### src/rtl/mem_bus_pkg.sv
// Shared types and constants for the memory-bus controller: FSM state
// encoding, the ack-mode wait marker and the default device address map.
package mem_bus_pkg;

    typedef enum logic [1:0] {
        ST_IDLE   = 2'd0,
        ST_ACCESS = 2'd1,
        ST_RESP   = 2'd2
    } state_t;

    // A wait count of all ones means "wait for the device acknowledge".
    localparam logic [3:0] WAIT_ACK = 4'hF;

    // Default map: base / compare mask per device.
    localparam logic [7:0] RAM_BASE     = 8'h00;
    localparam logic [7:0] RAM_MASK     = 8'h80;
    localparam logic [7:0] PERIPH0_BASE = 8'h80;
    localparam logic [7:0] PERIPH0_MASK = 8'hE0;
    localparam logic [7:0] PERIPH1_BASE = 8'hA0;
    localparam logic [7:0] PERIPH1_MASK = 8'hE0;
    localparam logic [7:0] PERIPH2_BASE = 8'hC0;
    localparam logic [7:0] PERIPH2_MASK = 8'hF0;

    // Width of a device index for n devices (at least one bit).
    function automatic int idx_width(input int n);
        return (n > 1) ? $clog2(n) : 1;
    endfunction

endpackage

### src/rtl/mem_bus_ctrl_region_decode.sv
// Purely combinational address decoder: compares the address against every
// device region and returns a priority one-hot select (lowest index wins),
// the index of the winning region and a hit flag.
module region_decode
    import mem_bus_pkg::*;
#(
    parameter int ADDR_WIDTH = 8,
    parameter int N_DEV      = 4,
    parameter int IDX_W      = 2
) (
    input  logic [ADDR_WIDTH-1:0]       addr_i,
    input  logic [N_DEV*ADDR_WIDTH-1:0] base_i,
    input  logic [N_DEV*ADDR_WIDTH-1:0] mask_i,
    output logic [N_DEV-1:0]            sel_o,
    output logic [IDX_W-1:0]            idx_o,
    output logic                        hit_o
);

    logic [N_DEV-1:0] match_s;
    logic [N_DEV-1:0] sel_s;
    logic [IDX_W-1:0] idx_s;
    logic             found_s;

    // Region compare plus priority pick; a region only wins if no lower one matched.
    always_comb begin
        match_s = '0;
        sel_s   = '0;
        idx_s   = '0;
        found_s = 1'b0;
        for (int i = 0; i < N_DEV; i++) begin
            match_s[i] = ((addr_i & mask_i[i*ADDR_WIDTH +: ADDR_WIDTH])
                          == base_i[i*ADDR_WIDTH +: ADDR_WIDTH]);
            sel_s[i]   = match_s[i] & ~found_s;
            idx_s      = idx_s | ({IDX_W{sel_s[i]}} & IDX_W'(i));
            found_s    = found_s | match_s[i];
        end
    end

    assign sel_o = sel_s;
    assign idx_o = idx_s;
    assign hit_o = found_s;

endmodule

### src/rtl/mem_bus_ctrl.sv
// Memory-bus controller: decodes CPU reads/writes onto one of N_DEV devices,
// times the access with a fixed wait count or a device acknowledge (with
// timeout), and returns registered read data plus a ready/error pulse.
module mem_bus_ctrl
    import mem_bus_pkg::*;
#(
    parameter int                          DATA_WIDTH = 8,
    parameter int                          ADDR_WIDTH = 8,
    parameter int                          N_DEV      = 4,
    parameter logic [N_DEV*ADDR_WIDTH-1:0] DEV_BASE   = {PERIPH2_BASE, PERIPH1_BASE,
                                                         PERIPH0_BASE, RAM_BASE},
    parameter logic [N_DEV*ADDR_WIDTH-1:0] DEV_MASK   = {PERIPH2_MASK, PERIPH1_MASK,
                                                         PERIPH0_MASK, RAM_MASK},
    parameter logic [N_DEV*4-1:0]          DEV_WAIT   = {WAIT_ACK, 4'd2, 4'd1, 4'd0},
    parameter int                          TIMEOUT    = 15
) (
    input  logic                        clk,
    input  logic                        rst,
    input  logic [ADDR_WIDTH-1:0]       req_addr,
    input  logic [DATA_WIDTH-1:0]       req_wdata,
    input  logic                        req_rd,
    input  logic                        req_wr,
    output logic                        req_ready,
    output logic                        req_err,
    output logic [DATA_WIDTH-1:0]       req_rdata,
    output logic                        busy,
    output logic [N_DEV-1:0]            dev_sel,
    output logic [ADDR_WIDTH-1:0]       dev_addr,
    output logic [DATA_WIDTH-1:0]       dev_wdata,
    output logic                        dev_rd,
    output logic                        dev_wr,
    input  logic [N_DEV*DATA_WIDTH-1:0] dev_rdata,
    input  logic [N_DEV-1:0]            dev_ack
);

    localparam int         IDX_W   = idx_width(N_DEV);
    // Last counter value an ack-mode access may reach before timing out.
    localparam logic [7:0] TO_LAST = 8'(TIMEOUT - 1);

    state_t                 state_q;
    logic [7:0]             cnt_q;
    logic [IDX_W-1:0]       sel_idx_q;
    logic [3:0]             wait_q;
    logic                   is_rd_q;
    logic                   req_ready_q;
    logic                   req_err_q;
    logic [DATA_WIDTH-1:0]  req_rdata_q;
    logic [N_DEV-1:0]       dev_sel_q;
    logic [ADDR_WIDTH-1:0]  dev_addr_q;
    logic [DATA_WIDTH-1:0]  dev_wdata_q;
    logic                   dev_rd_q;
    logic                   dev_wr_q;

    logic [N_DEV-1:0]       dec_sel_s;
    logic [IDX_W-1:0]       dec_idx_s;
    logic                   dec_hit_s;
    logic [3:0]             dec_wait_s;
    logic                   cur_ack_s;
    logic [DATA_WIDTH-1:0]  cur_rdata_s;

    region_decode #(
        .ADDR_WIDTH (ADDR_WIDTH),
        .N_DEV      (N_DEV),
        .IDX_W      (IDX_W)
    ) u_region_decode (
        .addr_i (req_addr),
        .base_i (DEV_BASE),
        .mask_i (DEV_MASK),
        .sel_o  (dec_sel_s),
        .idx_o  (dec_idx_s),
        .hit_o  (dec_hit_s)
    );

    // Per-device lookups: wait count of the decoded device, and ack / read
    // data of the device latched for the access in progress.
    assign dec_wait_s  = DEV_WAIT[dec_idx_s*4 +: 4];
    assign cur_ack_s   = dev_ack[sel_idx_q];
    assign cur_rdata_s = dev_rdata[sel_idx_q*DATA_WIDTH +: DATA_WIDTH];

    // Bus FSM: request acceptance, access timing, completion and all registered outputs.
    always_ff @(posedge clk) begin
        if (rst) begin
            state_q     <= ST_IDLE;
            cnt_q       <= 8'd0;
            sel_idx_q   <= '0;
            wait_q      <= 4'd0;
            is_rd_q     <= 1'b0;
            req_ready_q <= 1'b0;
            req_err_q   <= 1'b0;
            req_rdata_q <= '0;
            dev_sel_q   <= '0;
            dev_addr_q  <= '0;
            dev_wdata_q <= '0;
            dev_rd_q    <= 1'b0;
            dev_wr_q    <= 1'b0;
        end else begin
            case (state_q)
                ST_IDLE: begin
                    cnt_q <= 8'd0;
                    if (req_rd && req_wr) begin
                        // Conflicting request: report it without touching any device.
                        state_q     <= ST_RESP;
                        req_ready_q <= 1'b1;
                        req_err_q   <= 1'b1;
                        req_rdata_q <= '0;
                    end else if (req_rd || req_wr) begin
                        if (dec_hit_s) begin
                            state_q     <= ST_ACCESS;
                            dev_sel_q   <= dec_sel_s;
                            dev_addr_q  <= req_addr;
                            dev_wdata_q <= req_wdata;
                            dev_rd_q    <= req_rd;
                            dev_wr_q    <= req_wr;
                            is_rd_q     <= req_rd;
                            sel_idx_q   <= dec_idx_s;
                            wait_q      <= dec_wait_s;
                        end else begin
                            state_q     <= ST_RESP;
                            req_ready_q <= 1'b1;
                            req_err_q   <= 1'b1;
                            req_rdata_q <= '0;
                        end
                    end else begin
                        state_q <= ST_IDLE;
                    end
                end

                ST_ACCESS: begin
                    cnt_q    <= cnt_q + 8'd1;
                    // Write strobe lasts only the first access cycle.
                    dev_wr_q <= 1'b0;
                    if (wait_q == WAIT_ACK) begin
                        // Ack beats timeout when both land in the same cycle.
                        if (cur_ack_s) begin
                            state_q     <= ST_RESP;
                            req_ready_q <= 1'b1;
                            req_err_q   <= 1'b0;
                            req_rdata_q <= is_rd_q ? cur_rdata_s : req_rdata_q;
                            dev_rd_q    <= 1'b0;
                            dev_sel_q   <= '0;
                        end else if (cnt_q == TO_LAST) begin
                            state_q     <= ST_RESP;
                            req_ready_q <= 1'b1;
                            req_err_q   <= 1'b1;
                            req_rdata_q <= '0;
                            dev_rd_q    <= 1'b0;
                            dev_sel_q   <= '0;
                        end else begin
                            state_q <= ST_ACCESS;
                        end
                    end else if (cnt_q == {4'd0, wait_q}) begin
                        state_q     <= ST_RESP;
                        req_ready_q <= 1'b1;
                        req_err_q   <= 1'b0;
                        req_rdata_q <= is_rd_q ? cur_rdata_s : req_rdata_q;
                        dev_rd_q    <= 1'b0;
                        dev_sel_q   <= '0;
                    end else begin
                        state_q <= ST_ACCESS;
                    end
                end

                ST_RESP: begin
                    state_q     <= ST_IDLE;
                    req_ready_q <= 1'b0;
                    req_err_q   <= 1'b0;
                end

                default: begin
                    state_q     <= ST_IDLE;
                    req_ready_q <= 1'b0;
                    req_err_q   <= 1'b0;
                    dev_sel_q   <= '0;
                    dev_rd_q    <= 1'b0;
                    dev_wr_q    <= 1'b0;
                end
            endcase
        end
    end

    assign req_ready = req_ready_q;
    assign req_err   = req_err_q;
    assign req_rdata = req_rdata_q;
    assign busy      = (state_q != ST_IDLE);
    assign dev_sel   = dev_sel_q;
    assign dev_addr  = dev_addr_q;
    assign dev_wdata = dev_wdata_q;
    assign dev_rd    = dev_rd_q;
    assign dev_wr    = dev_wr_q;

endmodule

### config.mk
export PLATFORM = sky130hd
export DESIGN_NAME = mem_bus_ctrl
export DESIGN_NICKNAME = d
export VERILOG_FILES = /design/src/rtl/mem_bus_pkg.sv /design/src/rtl/mem_bus_ctrl_region_decode.sv /design/src/rtl/mem_bus_ctrl.sv
export SDC_FILE = /design/constraint.sdc
export NUM_CORES = 1
export LEC_CHECK = 0
export BUFFER_PORTS_ARGS = -buffer_cell sky130_fd_sc_hd__buf_2
export CAP_MARGIN = 15
export CORE_ASPECT_RATIO = 1.4
export CORE_MARGIN = 2
export CORE_UTILIZATION = 40
export DETAILED_ROUTE_END_ITERATION = 7
export PLACE_DENSITY = 0.78
export SKIP_CTS_REPAIR_TIMING = 1
export SLEW_MARGIN = 10
export SYNTH_ARGS = -nofsm -noshare
export SYNTH_HDL_FRONTEND = slang
export SYNTH_SLANG_ARGS = --single-unit
### constraint.sdc
create_clock -name clk -period 5.9 [get_ports clk]
set_input_delay 0.885 -clock clk [delete_from_list [all_inputs] [get_ports clk]]
set_output_delay 0.885 -clock clk [all_outputs]
set_load 0.02 [all_outputs]
Word-level counts from Yosys, hierarchy flattened --
Index checks and enable logic that the tools add are counted.
Word-level totals: register bits 49, input bits 56, word-level logic and storage cells 107, output and inout port bits 33
Operators by class: equality and inequality tests 15, add/sub/neg operators 1, magnitude comparators 1, shifts and indexed selects 2, bitwise gates (word level) 13, mux-type cells 51, reduce and logical (&&, ||, !) cells 11
Operator list (number):
- 8-bit two-way mux | 8
- 8-bit case mux with 2 select lines | 2
- 32-bit by 6-bit indexed part select with 8-bit output | 1
- 4-bit two-way mux | 7
- 1-bit two-way mux | 20
- 16-bit by 5-bit indexed part select with 4-bit output, first input constant | 1
- 2-bit two-way mux | 7
- 4-bit case mux with 3 select lines | 1
- 4-bit AND reduction | 3
- 3-bit inequality test, second input constant | 3
- 8-bit by 1-bit adder with 8-bit output, second input constant | 1
- 4-bit equality test, second input constant | 2
- 8-bit by 4-bit equality test with 1-bit output | 1
- 8-bit by 4-bit equality test with 1-bit output, second input constant | 1
- 8-bit logical NOT | 1
- 3-bit equality test, second input constant | 2
- 2-bit inequality test, second input constant | 3
- 1-bit case mux with 2 select lines | 3
- 6-bit AND reduction | 1
- 1-bit NOT | 5
- 5-bit AND reduction | 1
- 4-bit inequality test, second input constant | 1
- 2-bit case mux with 2 select lines | 1
- 2-bit nonzero test | 2
- 12 further kinds | 16

Depth between registers and ports, before layout --
depth after elaboration 9, gate-level depth with buffers 7, mapped depth without buffers 7

Modules after synthesis --
A second synthesis with hierarchy kept.
Unflattened totals: cells, all modules 318, area total of the unflattened synthesis 2686.3 µm²
Modules (own cells, without submodules):
- mem_bus_ctrl | area each 2025.7 µm², instances 1, cells each 223, sequential area each 920.9 µm²
- region_decode | area each 660.6 µm², instances 1, cells each 95, sequential area each 0.0 µm²

Least setup slack after synthesis --
No wires, ideal clock.
path kind input port to flip-flop, from input port req_addr[4], to register dev_sel_q[0] (netlist: dev_sel[0]), buffers on the path 2, arrival time 2.132 ns, setup time 0.092 ns, cell stages on the path 5, data required time 5.808 ns, path slack 3.676 ns, cell sequence o211a_2 or3_1 clkbuf_1 clkbuf_1 o32ai_1
Between the ends: word-level cells in the longest chain between the ends 4
Ends and longest elaborated chain:
- from (decl) | line mem_bus_ctrl.sv:19 | input logic [ADDR_WIDTH-1:0] req_addr,
- 4-bit equality test | line mem_bus_ctrl_region_decode.sv:32 | == base_i[i*ADDR_WIDTH +: ADDR_WIDTH]);
- 1-bit OR | line mem_bus_ctrl_region_decode.sv:35 | found_s = found_s | match_s[i];
- 2-bit inequality test (no source line)
- 6-bit AND reduction (no source line)
- to (signal assigned) | line mem_bus_ctrl.sv:109 | dev_sel_q <= dec_sel_s;
- to (decl) | line mem_bus_ctrl.sv:48 | logic [N_DEV-1:0] dev_sel_q;
No other way between the ends. A chain may end at the register's enable or synchronous reset.

Worst setup path in the final report --
from input port req_addr[5], to register dev_sel_q[2] (netlist: dev_sel[2])
Between the ends: word-level cells in the longest chain between the ends 8, elaborated cells between the ends (all ways) 14, those cells by class 4 x eq/ne; 4 x mux; 5 x bitwise; 1 x reduce/logical
Ends and longest elaborated chain:
- 3-bit equality test | line mem_bus_ctrl_region_decode.sv:32
- 1-bit OR | line mem_bus_ctrl_region_decode.sv:35
- 1-bit NOT | line mem_bus_ctrl_region_decode.sv:33 | sel_s[i] = match_s[i] & ~found_s;
- 1-bit bitwise AND | line mem_bus_ctrl_region_decode.sv:33
- 4-bit two-way mux | line mem_bus_ctrl.sv:107 | if (dec_hit_s) begin
- 4-bit two-way mux | line mem_bus_ctrl.sv:106 | end else if (req_rd || req_wr) begin
- 4-bit two-way mux | line mem_bus_ctrl.sv:100 | if (req_rd && req_wr) begin
- 4-bit case mux with 3 select lines | line mem_bus_ctrl.sv:97 | case (state_q)
Several ways; a longest one is shown, not always the timed one. The select of a mux whose other input is x is not followed.

==> Flow_metrics.wiki <==
{| class="wikitable"
! Metric !! Value
|-
| Outcome || complete, no violations
|-
| Post-synth net total || 305
|-
| Filler cells || 512
|-
| Worst setup margin || 3.41 ns
|-
| Number of cells after detailed placement || 387
|-
| Clock buffer count from CTS || 5
|-
| Overall Global Routing Usage || 0.193
|-
| Average footprint of a synthesized cell || 9.10 um2
|-
| Antenna violations before repair || 0
|-
| H-tree depth reported by CTS || 2
|-
| Total count of max-transition violations in the final report || 0
|-
| Most numerous cell in the Yosys netlist || dfxtp_1
|-
| Number of port buffers || 85
|-
| Layout area overhead || 22.6%
|-
| Fraction of registers with async set or reset after synthesis || 0
|-
| Setup repair after global routing missed its margin || false
|-
| Commonest cells in the netlist || 46 x dfxtp_1, 43 x nand2_1, 26 x a21oi_1
|-
| Path class of the lowest-slack min-delay path || flop to flop
|-
| Delay of the slowest cell on the worst path || 0.67 ns
|-
| Cell with the largest stage delay on the worst path || or3_1
|-
| Sum of internal, switching and leakage power || 699 uW
|-
| Post-detail-place hpwl || 4.05 mm
|-
| Util after Layout || 0.503
|-
| Sw frac || 0.313
|-
| Fin crit period || 2.49 ns
|-
| Pre-CTS worst setup slack || 3.06 ns
|-
| Residual overflow from global routing || 0
|-
| Setup TNS || 0 ns
|-
| CTS Sinks || 46
|-
| Number of enable flip-flop cells after synthesis || 0
|-
| Largest family of logic cells by synthesized area || simple AND/OR/NAND/NOR gates
|-
| Die H || between 90 and 100 um
|-
| Detailed-router iteration count before antenna repair || 4
|-
| Yosys top cell by area || dfxtp_1
|-
| Final cell count without fillers || approximately 390
|-
| Flip-flop and latch count after synthesis || between 40 and 50
|-
| Initial standard-cell utilization of the core || 0.410
|-
| Sequential power share || 0.507
|-
| DIE AREA || 0.00625 mm2
|-
| Final Hold Fails || 0
|-
| Via count of the first global-routing pass || 2168
|-
| Synth unique cells || 52
|-
| Weighted congestion at the end of routability-driven global placement || 0.790
|-
| Leading cell types by total area after synthesis || dfxtp_1 41%, nand2_1 7.2%, a21oi_1 5.8%
|-
| Count of nets left with antenna violations after detail routing || 0
|-
| TritonCTS clock tree || yes
|-
| Required time worst endpoint || 6.13 ns
|-
| N_diodes || 0
|-
| Area of the multi-input gates || approximately 0.0012 mm2
|-
| Final cycle utilization of the critical path || 0.421
|-
| Via density per instance || between 5 and 6
|-
| Post-synthesis cell count || 247
|-
| Total vias in the final route || 2117
|-
| Area taken by flip-flops and latches || 921 um2
|-
| Crit path max-delay family || simple AND/OR/NAND/NOR gates
|-
| Number of I/O pins || 89
|-
| Area fraction in compound gates after synthesis || 0.180
|-
| Fraction of the mapped netlist area in adder cells || 0.0161
|-
| CP cell instances || buf_2 > o211a_2 > or3_1 > or4_1 > a21oi_1
|-
| Overall routed net length || roughly 5.4 mm
|-
| Placeable core region || 0.00549 mm2
|-
| Insertion delay to the later sink of the worst-skew pair || 0.30 ns
|-
| Simple-gate share of the synthesized area || 0.217
|-
| Wire length of the first global-routing pass || 9.34 mm
|-
| Number of standard-cell rows in the floorplan || 32
|-
| Transition time of the tightest slew-check pin || about 0.68 ns
|-
| Kind of end point of the critical path || flop
|-
| Data arrival time of the critical path || 2.72 ns
|-
| CP bufs+invs || 1
|-
| Number of setup violations in the final report || 0
|-
| Number of DRC violations after detailed-routing iteration 0 || 84
|-
| Share of final-layout standard cells stronger than drive strength 1 || 0.325
|-
| Xor and xnor area share after synthesis || 0.0312
|-
| Portion of netlist area occupied by mux cells || 0.0940
|-
| Fraction of synthesized cell area taken by the top area cell type || 0.410
|-
| Crit Path Max Fanout || 20
|-
| Static leakage || 0.00122 uW
|-
| Number of maximum-capacitance constraint violations || 0
|-
| DRC viols || 0
|-
| Worst Setup Start Kind || input port
|-
| Syn Std Cell Area || 0.00225 mm2
|-
| Buffers from clock root to sink, at most || 2
|-
| Chip width || between 60 and 70 um
|-
| Power density over the cells || 253 mW/mm2
|-
| Proportion of power drawn by the clock network || 0.262
|-
| Setup Skew || 0.0114 ns
|-
| Clock slew at reported path FFs || approximately 0.090 ns
|-
| Layout Nets || 384
|-
| Internal power || between 400 and 500 uW
|-
| Switching power || between 200 and 250 uW
|-
| Largest voltage drop on the vdd net || 0.140 mV
|-
| Main flop type after synthesis || dfxtp_1
|-
| Upper clock frequency limit || slightly above 400 MHz
|-
| Max-slew headroom at the worst pin || 0.544
|-
| Maximum number of pins on one net before global-route repair || 37
|-
| Total of warnings raised by yosys || 0
|-
| Post-detailed-route wirelength per cell || approximately 14 um
|-
| Start-to-end type of the worst setup path || input port to flop
|-
| Cell at the root of the clock tree || clkbuf_8
|-
| Fraction of power consumed by combinational cells || 0.231
|-
| Seq/Total Area, Yosys || 0.410
|}
-- worst reg2reg max path: cells and delay by family, from the launching register on --
family | cells | cell delay, ns
AOI/OAI and AO/OA | 1 | 0.14
DFF | 1 | 0.47
and+or+nand+nor | 3 | 1.71
-- routing by layer --
metal	vias to the layer above	wire [um]	global-route usage
met1	990	2150	0.212
met5	-	0	0
met3	11	271	0.0352
met2	76	2800	0.342
li1	1040	-	-
met4	0	133	0.0952
-- cell type report --
class,count,area share
Sequential cell,46,0.334
Clock buffer,6,0.0263
Inverter,6,0.00817
Multi-Input combinational cell,181,0.441
Timing Repair Buffer,86,0.157
Clock inverter,1,0.00272
Tap cell,68,0.0309
-- sequential cells by signal, indices dropped and copies added, names as in the netlist --
register	count
dev_addr	8
is_rd_q	1
sel_idx_q	1
req_rdata	8
state_q	2
cnt_q	8
req_ready	1
dev_wdata	8
req_err	1
wait_q	2
dev_wr	1
dev_sel	4
dev_rd	1
-- stage by stage --
step	hold slack, ns	instance area (um2)
after floorplan	0.475	2250
after global placement	0.435	2680
after detailed placement	0.444	2680
after CTS	0.454	2760
after global routing	0.479	2760
final	0.454	2760
-- power by group through the flow --
stage	Sequential [uW]	Clock [uW]	Combinational, uW
2_1_floorplan	368	0	104
3_3_place_gp	360	0	159
3_5_place_dp	362	0	163
4_1_cts	354	190	163
5_1_grt	359	203	179
6_report	354	183	161
-- placed cells by master (no fill, tap or decap), types with 5 or more instances in the layout --
| master | count |
|---|---|
| nand2_1 | 43 |
| mux4_2 | 5 |
| nor2_1 | 20 |
| a21oi_1 | 26 |
| clkbuf_8 | 5 |
| buf_2 | 85 |
| inv_1 | 6 |
| dfxtp_1 | 46 |
| nor3_1 | 10 |
| a22o_1 | 6 |
-- cells by family after synthesis --
kind of cell	Yosys count
flops	46
buf+inv	20
mux	10
xor+xnor	8
fa+ha+maj	3
compound gates	59
simple gates	101
-- path summary, 6_finish.rpt --
check / from / slack (ns) / cells after the start / to
min: dev_wdata[7] / 0.45 / 2 / dev_wdata[7]
max reg2reg: state_q[0] / 3.53 / 4 / dev_sel[2]
min reg2reg: dev_wdata[7] / 0.45 / 2 / dev_wdata[7]
max: req_addr[5] / 3.41 / 5 / dev_sel[2]
Note: power is estimated with default switching activity, not from simulation.
